## config.mk

```make
export PLATFORM = sky130hd
export DESIGN_NAME = analysis_ctrl
export DESIGN_NICKNAME = d
export VERILOG_FILES = /design/src/rtl/analysis_ctrl_pkg.sv /design/src/rtl/mag_sq.sv /design/src/rtl/analysis_ctrl.sv
export SDC_FILE = /design/constraint.sdc
export NUM_CORES = 2
export LEC_CHECK = 0
export ABC_AREA = 1
export CORE_ASPECT_RATIO = 0.6
export CORE_MARGIN = 2
export CORE_UTILIZATION = 48
export DETAILED_ROUTE_END_ITERATION = 8
export GPL_ROUTABILITY_DRIVEN = 1
export PLACE_DENSITY = 0.66
export RECOVER_POWER = 25
export SKIP_LAST_GASP = 1
export SYNTH_ARGS = -nofsm -noshare
export SYNTH_HDL_FRONTEND = slang
export SYNTH_HIERARCHICAL = 1
export SYNTH_SLANG_ARGS = --single-unit
```

## constraint.sdc

```tcl
create_clock -name clk -period 8.44 [get_ports clk]
set_input_delay 1.688 -clock clk [delete_from_list [all_inputs] [get_ports clk]]
set_output_delay 1.688 -clock clk [all_outputs]
set_load 0.005 [all_outputs]
```

## src/rtl/analysis_ctrl_pkg.sv

```systemverilog
// -----------------------------------------------------------------------------
// analysis_ctrl_pkg
// Shared types and constants for the spectral peak finder (analysis_ctrl) and
// its magnitude unit (mag_sq).
//   state_t   : controller FSM states
//   BINS      : bins per frame
//   IDX_W     : bin-index width
//   MAG_W     : magnitude width
//   RE_MSB /
//   IM_MSB    : top bit of the real / imaginary field inside one bin word
//   abs16()   : two's complement 16-bit value -> 16-bit unsigned magnitude
// -----------------------------------------------------------------------------
package analysis_ctrl_pkg;

   localparam int BINS   = 16;
   localparam int IDX_W  = 4;
   localparam int MAG_W  = 32;
   localparam int BIN_W  = 32;
   localparam int HALF_W = 16;
   localparam int RE_MSB = 31;
   localparam int IM_MSB = 15;

   typedef enum logic [1:0] {
      LOAD = 2'd0,
      SCAN = 2'd1,
      OUT  = 2'd2,
      HALT = 2'd3
   } state_t;

   typedef logic [IDX_W-1:0] idx_t;
   typedef logic [MAG_W-1:0] mag_t;

   // Unsigned magnitude of a 16-bit two's complement value. -32768 maps to
   // 16'h8000, which read as unsigned is exactly 32768, so no extra bit is
   // needed.
   function automatic logic [HALF_W-1:0] abs16(input logic [HALF_W-1:0] x);
      return x[HALF_W-1] ? (~x + 16'd1) : x;
   endfunction

endpackage

```

## src/rtl/mag_sq.sv

```systemverilog
// -----------------------------------------------------------------------------
// mag_sq
// Registered squared magnitude |re|^2 + |im|^2 of one FFT bin, one cycle of
// latency. A valid flag and the bin index travel alongside the result so the
// consumer knows which bin the registered magnitude belongs to.
// Ports:
//   clk_i   : clock
//   rst_ni  : synchronous active-low reset
//   valid_i : bin_i / idx_i carry a bin this cycle
//   idx_i   : index of the bin being presented
//   bin_i   : bin word, real in [31:16], imaginary in [15:0]
//   valid_o : mag_o / idx_o hold the result for a bin issued last cycle
//   idx_o   : index of that bin
//   mag_o   : its squared magnitude, 32-bit unsigned
// -----------------------------------------------------------------------------
module mag_sq
   import analysis_ctrl_pkg::*;
(
   input  logic             clk_i,
   input  logic             rst_ni,
   input  logic             valid_i,
   input  idx_t             idx_i,
   input  logic [BIN_W-1:0] bin_i,
   output logic             valid_o,
   output idx_t             idx_o,
   output mag_t             mag_o
);

   logic [HALF_W-1:0] re_abs;
   logic [HALF_W-1:0] im_abs;
   mag_t              re_sq;
   mag_t              im_sq;
   mag_t              mag_d;

   mag_t              mag_q;
   logic              valid_q;
   idx_t              idx_q;

   // Each square is at most 2^30, so the sum (at most 2^31) fits in 32 bits.
   // NOTE: every always_comb output is assigned on every path, so no latch
   // can be inferred.
   always_comb begin
      re_abs = abs16(bin_i[RE_MSB -: HALF_W]);
      im_abs = abs16(bin_i[IM_MSB -: HALF_W]);
      re_sq  = {16'd0, re_abs} * {16'd0, re_abs};
      im_sq  = {16'd0, im_abs} * {16'd0, im_abs};
      mag_d  = re_sq + im_sq;
   end

   // NOTE: state registers use non-blocking assignments so every register
   // samples pre-edge values, independent of statement order.
   always_ff @(posedge clk_i) begin
      if (!rst_ni) begin
         mag_q   <= '0;
         valid_q <= 1'b0;
         idx_q   <= '0;
      end else begin
         mag_q   <= mag_d;
         valid_q <= valid_i;
         idx_q   <= idx_i;
      end
   end

   assign mag_o   = mag_q;
   assign valid_o = valid_q;
   assign idx_o   = idx_q;

endmodule

```

## src/rtl/analysis_ctrl.sv

```systemverilog
// -----------------------------------------------------------------------------
// analysis_ctrl
// Collects 16-bin FFT frames, finds the bin of peak squared magnitude with a
// serial scan through one shared mag_sq unit, and hands the winning index to
// a consumer over a valid/ready pair. After FRAMES results have been accepted
// the block halts with all_done high until reset.
// Parameters:
//   FRAMES     : results per run (1..127)
// Ports:
//   clk        : clock, all state changes on its rising edge
//   rst        : synchronous active-low reset
//   fft_d      : bin word, real in [31:16], imaginary in [15:0]
//   fft_valid  : fft_d valid
//   fft_ready  : block accepts a bin (LOAD only)
//   freq       : peak bin index of the last completed frame
//   freq_valid : freq awaits acceptance
//   freq_ready : consumer accepts freq
//   frame_cnt  : results accepted since reset
//   all_done   : FRAMES results accepted; held until reset
// Timing: bin 15 accepted in cycle T -> reads T+1..T+16, compares T+2..T+17,
// freq_valid from T+18.
// -----------------------------------------------------------------------------
module analysis_ctrl
   import analysis_ctrl_pkg::*;
#(
   parameter int FRAMES = 64
) (
   input  logic             clk,
   input  logic             rst,
   input  logic [BIN_W-1:0] fft_d,
   input  logic             fft_valid,
   output logic             fft_ready,
   output logic [IDX_W-1:0] freq,
   output logic             freq_valid,
   input  logic             freq_ready,
   output logic [6:0]       frame_cnt,
   output logic             all_done
);

   localparam idx_t LAST_IDX = idx_t'(BINS - 1);

   // ---------------------------------------------------------------- state
   state_t     state_q;
   idx_t       wr_idx_q;
   idx_t       rd_idx_q;
   logic       rd_done_q;    // all 16 reads of this scan issued
   mag_t       max_q;
   idx_t       max_idx_q;
   idx_t       freq_q;
   logic       freq_valid_q;
   logic [6:0] frame_cnt_q;
   logic       all_done_q;
   logic       fft_ready_q;

   logic [BIN_W-1:0] bin_buf [BINS];

   // ------------------------------------------------------- combinational
   logic       load_xfer;
   logic       out_xfer;
   logic       rd_issue;
   logic       last_cmp;
   logic       mag_valid;
   idx_t       mag_idx;
   mag_t       mag;
   mag_t       max_d;
   idx_t       max_idx_d;
   logic [6:0] frame_cnt_d;

   assign load_xfer   = (state_q == LOAD) && fft_valid && fft_ready_q;
   assign out_xfer    = (state_q == OUT) && freq_valid_q && freq_ready;
   assign rd_issue    = (state_q == SCAN) && !rd_done_q;
   assign last_cmp    = mag_valid && (mag_idx == LAST_IDX);
   assign frame_cnt_d = frame_cnt_q + 7'd1;

   // NOTE: the frame buffer is plain storage with no reset; every entry is
   // rewritten in LOAD before SCAN reads it, so stale data is never used.
   always_ff @(posedge clk) begin
      if (load_xfer) begin
         bin_buf[wr_idx_q] <= fft_d;
      end
   end

   mag_sq u_mag_sq (
      .clk_i   (clk),
      .rst_ni  (rst),
      .valid_i (rd_issue),
      .idx_i   (rd_idx_q),
      .bin_i   (bin_buf[rd_idx_q]),
      .valid_o (mag_valid),
      .idx_o   (mag_idx),
      .mag_o   (mag)
   );

   // Running maximum. Bin 0 seeds the max unconditionally; later bins win
   // only on a strictly greater magnitude, so ties keep the lower index.
   always_comb begin
      max_d     = max_q;
      max_idx_d = max_idx_q;
      if (mag_valid && ((mag_idx == '0) || (mag > max_q))) begin
         max_d     = mag;
         max_idx_d = mag_idx;
      end
   end

   // ------------------------------------------------------------------ FSM
   always_ff @(posedge clk) begin
      if (!rst) begin
         state_q      <= LOAD;
         wr_idx_q     <= '0;
         rd_idx_q     <= '0;
         rd_done_q    <= 1'b0;
         max_q        <= '0;
         max_idx_q    <= '0;
         freq_q       <= '0;
         freq_valid_q <= 1'b0;
         frame_cnt_q  <= '0;
         all_done_q   <= 1'b0;
         fft_ready_q  <= 1'b1;
      end else begin
         max_q     <= max_d;
         max_idx_q <= max_idx_d;

         unique case (state_q)
            LOAD: begin
               if (load_xfer) begin
                  wr_idx_q <= wr_idx_q + 1'b1;   // wraps to 0 after bin 15
                  if (wr_idx_q == LAST_IDX) begin
                     state_q     <= SCAN;
                     fft_ready_q <= 1'b0;
                     rd_idx_q    <= '0;
                     rd_done_q   <= 1'b0;
                  end
               end
            end

            SCAN: begin
               if (rd_issue) begin
                  rd_idx_q <= rd_idx_q + 1'b1;
                  if (rd_idx_q == LAST_IDX) begin
                     rd_done_q <= 1'b1;
                  end
               end
               // The compare of bin 15 happens this cycle, so the final
               // winner is the combinational max_idx_d, not max_idx_q.
               if (last_cmp) begin
                  state_q      <= OUT;
                  freq_q       <= max_idx_d;
                  freq_valid_q <= 1'b1;
               end
            end

            OUT: begin
               if (out_xfer) begin
                  freq_valid_q <= 1'b0;
                  frame_cnt_q  <= frame_cnt_d;
                  if (frame_cnt_d == 7'(FRAMES)) begin
                     state_q    <= HALT;
                     all_done_q <= 1'b1;
                  end else begin
                     state_q     <= LOAD;
                     fft_ready_q <= 1'b1;
                  end
               end
            end

            HALT: begin
               // Only reset leaves HALT.
            end

            default: begin
               state_q <= LOAD;
            end
         endcase
      end
   end

   assign fft_ready  = fft_ready_q;
   assign freq       = freq_q;
   assign freq_valid = freq_valid_q;
   assign frame_cnt  = frame_cnt_q;
   assign all_done   = all_done_q;

endmodule

```

### Word level (Yosys, flattened, before mapping)

Memory sizes are Yosys's and may differ from the RTL's. A register that Yosys moved wholly into a read port is not among the register bits.
Index checks and enable logic that the tools add are counted.

| storage, ports and cells | value |
|---|---|
| register bits after elaboration | 98 |
| RAM bits | 512 |
| output and inout port bits | 14 |
| logic and storage cells | 91 |
| memories kept | 1 |

| operators by class | value |
|---|---|
| $add $sub $neg | 6 |
| multiply operators | 2 |
| $lt $le $gt $ge | 1 |
| equality and inequality tests | 13 |
| multiplexer cells | 28 |
| bitwise operators | 2 |
| reduce and logical (&&, ||, !) cells | 24 |

Memories:

| name | words | bits a word | rd ports | clocked after Yosys merged registers in | write ports | line | source |
|---|---|---|---|---|---|---|---|
| bin_buf | 16 | 32 | 1 | 1 | 1 | analysis_ctrl.sv:55 | `logic [BIN_W-1:0] bin_buf [BINS];` |

Operators with widths:

| operator | count |
|---|---|
| 16-bit by 16-bit multiplier with 32-bit output | 2 |
| 16-bit by 1-bit adder with 16-bit output, second input constant | 2 |
| 32-bit adder | 1 |
| 32-bit greater-than comparator | 1 |
| 16-bit 2-to-1 mux | 2 |
| 16-bit NOT | 2 |
| 4-bit 2-to-1 mux | 6 |
| 5-bit AND reduction | 3 |
| 4-bit equality test, second input constant | 3 |
| 1-bit 2-to-1 mux | 10 |
| 2-bit 2-to-1 mux | 5 |
| 4-bit by 1-bit adder with 4-bit output, second input constant | 2 |
| 2-bit != test, second input constant | 4 |
| 4-bit case mux with 2 select lines | 1 |
| 7-bit by 1-bit adder with 7-bit output, second input constant | 1 |
| 7-bit equality test, second input constant | 1 |
| 1-bit logical AND | 7 |
| 2-bit by 1-bit != test with 1-bit output, second input constant | 3 |
| 1-bit case mux with 2 select lines | 3 |
| 2-bit case mux with 3 select lines | 1 |
| 2-bit AND reduction | 3 |
| 3-bit AND reduction | 2 |
| 2-bit nonzero test | 3 |
| 4-bit zero test | 1 |
| 7 further kinds | 7 |

### Longest topological paths before layout

| logic depth | value |
|---|---|
| word-level depth | 7 |
| gate-level depth with buffers | 46 |

### Hierarchy

Netlist, hierarchy kept.

By module, submodules not included:

| module | times used | cells an instance | area each (um2) |
|---|---|---|---|
| analysis_ctrl | 1 | 1839 | 23859.1 |
| mag_sq | 1 | 1942 | 16588.4 |

### Worst setup path after synthesis

OpenSTA, ideal clock, no wires.

| timing | value |
|---|---|
| kind | register to register |
| from | register with a tool-made name |
| to | register u_mag_sq.mag_q[27], in the netlist u_mag_sq/mag_o[27] |
| library setup time | 113 ps |
| arrival time | 8338 ps |
| setup slack | -11 ps |
| stages on the path, launching flop included | 42 |
| period minus slack after synthesis | 8451 ps |
| cells stage by stage | dfxtp_1 inv_2 buf_2 clkbuf_1 clkbuf_1 o211ai_1 nand3_1 nand2_1 inv_2 clkbuf_1 ha_1 nand2_2 o21ai_2 xor2_2 inv_2 nor2_1 inv_1 fa_1 [... 6 more ...] inv_1 fa_1 fa_1 fa_1 fa_1 inv_1 ha_1 nand2_1 inv_1 nand3_1 nor3_1 nand3_1 nand3_1 nand2_1 nand2_1 nand2_1 nand2_1 nor2_1 |

RTL lines:

| element | line | source |
|---|---|---|
| to (signal assigned) | mag_sq.sv:58 | `mag_q <= mag_d;` |
| to (decl) | mag_sq.sv:35 | `mag_t mag_q;` |

==> flow_summary.ini <==
[drt]
drc = 0
vias = 28197
post_drt_via_cell_ratio = 5.257
wl_per_cell_um = 20.04
iteration_0_drc_count_of_the_detailed_router = 2707
routed_wl_um = 107500
drtAntennaViolNets = 0
drt_pass1_iterations = 6

[cts]
worst_setup_hold_path_clk_slew_ns = 0.07
max-clock-path-buffers = 3
clk-insertion-delay-late_ns = 0.62
cts_htree_levels = 2
cts.sink_count = 614
clk_root_buffer_cell = sky130_fd_sc_hd__clkbuf_16
cts_buffers = 55
cts_hold_repair.buffers = 0
cts_tree = done

[timing]
hold_viol_final = 0
max_slew_margin_pct = 47.34
fin_crit_ns = 8.485
measured_slew_at_the_worst_slew_check_pin_ns = 0.7899
final-max-slew-violation-count = 0
fin_crit_sh_pct = 100.5
rsz0062_at_grt = yes
fmaxAchievable_mhz = 117.8
final_setup_margin_ns = -0.04542
worst_case_clock_skew_ns = 0.01862
final-setup-viol-count = 9

[critical_path]
worst-endpoint-required_ns = 8.95
worst-r2r-setup-slack_ns = -0.05
arrival_ns = 9.00
timing.critical_path.slowest_stage_cell = sky130_fd_sc_hd__fa_2
worst_r2r_endpoint = u_mag_sq/mag_o[24]
worst-r2r-cell-count = 39
crit_top_cell = sky130_fd_sc_hd__fa_1
critical_path.endpoint = u_mag_sq/mag_o[24]
max_stage_delay_ns = 0.57
cp_max_fo = 7
critical_path.endpoint_type = flop
worstSetupStartpointType = flop
crit_type = reg2reg

[synth]
synth_cells = 3781
synth_ff_type = sky130_fd_sc_hd__edfxtp_1
edff_count_synth = 512
postSynth.asyncResetShare_pct = 0
postSynthAreaPerCell_um2 = 10.70
synth_cell_type_count = 56
yosys_register_bits = 614
syn-cell-area_um2 = 40450
synth_sequential_area_ratio_pct = 43.06
synth.yosys.warnings = 6

[cells_and_area]
layout-drive-gt1-share_pct = 18.14
finish.utilization_pct = 58.07
layout-area-overhead-vs-synth_pct = 19.90
final_net_count = 4834

[worst_hold_path]
holdCritPathClass = reg2reg
holdCritStartpoint = all_done
count_of_cells_along_the_worst_hold_path = 2

[grt]
largest_net_degree_at_the_start_of_global_routing = 84
first_global_vias = 27633
grt_antenna_before_repair = 3
grt_pass1_wl_um = 163600
grt_overflow = 0
grt_use_total_pct = 24.79

[floorplanning]
boundaryPins = 50
core_um2 = 83520
dieWidth_um = 378.8
rows = 82
initial_utilization_pct = 48.43
fp.dieH_um = 228.9
dieArea_um2 = 86680

[run_status]
failed_checks = setup timing
outcome = finished with violations

[job]
max_cap_viol_count = 0

[place]
dp.final_hpwl_um = 76110
placement.io_buffers = 49
last_weighted_congestion_value_of_the_routability_driven_placer = 1.000
[synthesized netlist by cell type (13+ instances only)]
cell type | count | area (um^2)
sky130_fd_sc_hd__nor3_1 | 13 | 65.06
sky130_fd_sc_hd__clkbuf_1 | 64 | 240.2
sky130_fd_sc_hd__nand3_1 | 92 | 460.4
sky130_fd_sc_hd__o211ai_1 | 132 | 991.0
sky130_fd_sc_hd__nand2_1 | 333 | 1250
sky130_fd_sc_hd__buf_2 | 24 | 120.1
sky130_fd_sc_hd__nor2_1 | 302 | 1134
sky130_fd_sc_hd__dfxtp_1 | 102 | 2042
sky130_fd_sc_hd__edfxtp_1 | 512 | 15370
sky130_fd_sc_hd__mux2i_1 | 128 | 1281
sky130_fd_sc_hd__fa_1 | 384 | 7687
sky130_fd_sc_hd__nor2_2 | 13 | 81.33
sky130_fd_sc_hd__a21oi_1 | 212 | 1061
sky130_fd_sc_hd__inv_1 | 784 | 2943
sky130_fd_sc_hd__ha_1 | 231 | 2890
sky130_fd_sc_hd__nand4_1 | 15 | 93.84
sky130_fd_sc_hd__inv_2 | 16 | 60.06
sky130_fd_sc_hd__xor2_1 | 15 | 131.4
sky130_fd_sc_hd__o21ai_0 | 246 | 1231
sky130_fd_sc_hd__buf_4 | 22 | 165.2
[registers in the layout (all words and copies together) (netlist names), named ones only]
name              count
max_idx_q             4
wr_idx_q              4
all_done              1
freq_valid            1
max_q                32
rd_done_q             1
u_mag_sq/idx_o        4
fft_ready             1
u_mag_sq/valid_o      1
state_q               2
u_mag_sq/mag_o       32
freq                  4
rd_idx_q              4
bin_buf             512
frame_cnt             7
[per-stage QoR]
step	setup WS, ns	hold slack, ns	area [um^2]	instances	TNS (ns)
floorplan	0.1087	0.4382	40530	3803	0
global placement	-0.1387	0.4406	44830	5202	-0.6601
detailed placement	-0.2060	0.4434	44830	5202	-1.388
CTS	-0.01596	0.4541	47270	5321	-0.03838
global route	-0.4159	0.4813	48490	5363	-5.592
finish	-0.04542	0.4508	48500	5364	-0.2518
[cell usage in the layout (no fill, tap or decap), types with 8 or more instances in the layout]
| cell | instances |
|---|---|
| sky130_fd_sc_hd__buf_12 | 34 |
| sky130_fd_sc_hd__nor2_1 | 242 |
| sky130_fd_sc_hd__a21oi_2 | 20 |
| sky130_fd_sc_hd__nand4_1 | 15 |
| sky130_fd_sc_hd__o21a_1 | 11 |
| sky130_fd_sc_hd__nand2_4 | 15 |
| sky130_fd_sc_hd__nand2_2 | 30 |
| sky130_fd_sc_hd__ha_4 | 19 |
| sky130_fd_sc_hd__xor2_1 | 15 |
| sky130_fd_sc_hd__nand2_1 | 307 |
| sky130_fd_sc_hd__nor2_2 | 40 |
| sky130_fd_sc_hd__buf_6 | 14 |
| sky130_fd_sc_hd__edfxtp_1 | 512 |
| sky130_fd_sc_hd__fa_1 | 374 |
| sky130_fd_sc_hd__a21oi_1 | 191 |
| sky130_fd_sc_hd__mux2i_1 | 125 |
| sky130_fd_sc_hd__a21o_1 | 11 |
| sky130_fd_sc_hd__o21ai_0 | 218 |
| sky130_fd_sc_hd__inv_2 | 29 |
| sky130_fd_sc_hd__fa_2 | 10 |
| sky130_fd_sc_hd__o211ai_1 | 132 |
| sky130_fd_sc_hd__buf_4 | 340 |
| sky130_fd_sc_hd__bufinv_16 | 8 |
| sky130_fd_sc_hd__inv_1 | 760 |
| sky130_fd_sc_hd__clkbuf_16 | 63 |
| sky130_fd_sc_hd__clkdlybuf4s50_1 | 48 |
| sky130_fd_sc_hd__conb_1 | 24 |
| sky130_fd_sc_hd__nor2_4 | 38 |
| sky130_fd_sc_hd__clkinvlp_4 | 8 |
| sky130_fd_sc_hd__clkinv_1 | 11 |
| sky130_fd_sc_hd__xnor2_1 | 10 |
| sky130_fd_sc_hd__o21ai_1 | 28 |
| sky130_fd_sc_hd__clkbuf_1 | 9 |
| sky130_fd_sc_hd__ha_1 | 210 |
| sky130_fd_sc_hd__nand3_1 | 81 |
| sky130_fd_sc_hd__dfxtp_1 | 98 |
| sky130_fd_sc_hd__nand3_2 | 11 |
[worst min-delay path by stage]
stage,end,slack [ns]
2_1_floorplan,u_mag_sq/idx_o[2],0.44
6_report,all_done,0.45
3_5_place_dp,all_done,0.44
3_3_place_gp,all_done,0.44
5_1_grt,all_done,0.48
4_1_cts,all_done,0.45
[cell type report]
class,instances,area [um^2]
diodes,1,2.502
clock buffers,74,1582
clock inverters,29,385.4
fillers,6946,35020
inverters,807,3080
multi-input cells,2252,20360
flip-flops and latches,614,17430
well taps,1134,1419
repair buffers,453,4239
[metal layers]
metal  GRT usage, %  vias to the layer above  wire length, um  part of all wire, %
met2          34.34                     1085            43880                   41
met4          3.460                        4             1395                  1.3
met3          6.373                      117            11290                   10
met1          39.61                    13866            50920                   47
met5              0                        -               27                0.025
li1               -                    13125                -                    -
[kinds of logic (layout without fill, tap and decap cells)]
kind of cell | count (synthesis) | after routing | share of synthesized area [%]
buffers and inverters | 937 | 1363 | 9.169
and+or+nand+nor | 812 | 812 | 8.550
AOI/OAI and AO/OA | 641 | 641 | 9.079
adders and majority gates | 615 | 615 | 26.15
DFF | 614 | 614 | 43.06
muxes | 128 | 128 | 3.168
xor gates and xnor gates | 32 | 32 | 0.8043
other | 2 | 25 | 0.01857
[critical path, delay by kind of cell, from the launching register on]
family	cells	cell delay [ns]
compound gates	4	0.52
xor+xnor	1	0.21
fa+ha+maj	10	4.28
buf+inv	11	1.50
flops	1	0.37
mux	1	0.22
simple gates	12	1.27
[repair_timing]
item                                   CTS  global route
gates resized for setup                 70           222
pin swaps                                9            78
setup buffers                           13            39
setup endpoints to repair               17            23
endpoints found under the hold margin    0             0
gates cloned                             3             5
Power is not shown: default switching activity piles up to over one toggle a cycle in this logic, so the estimate is an artifact.
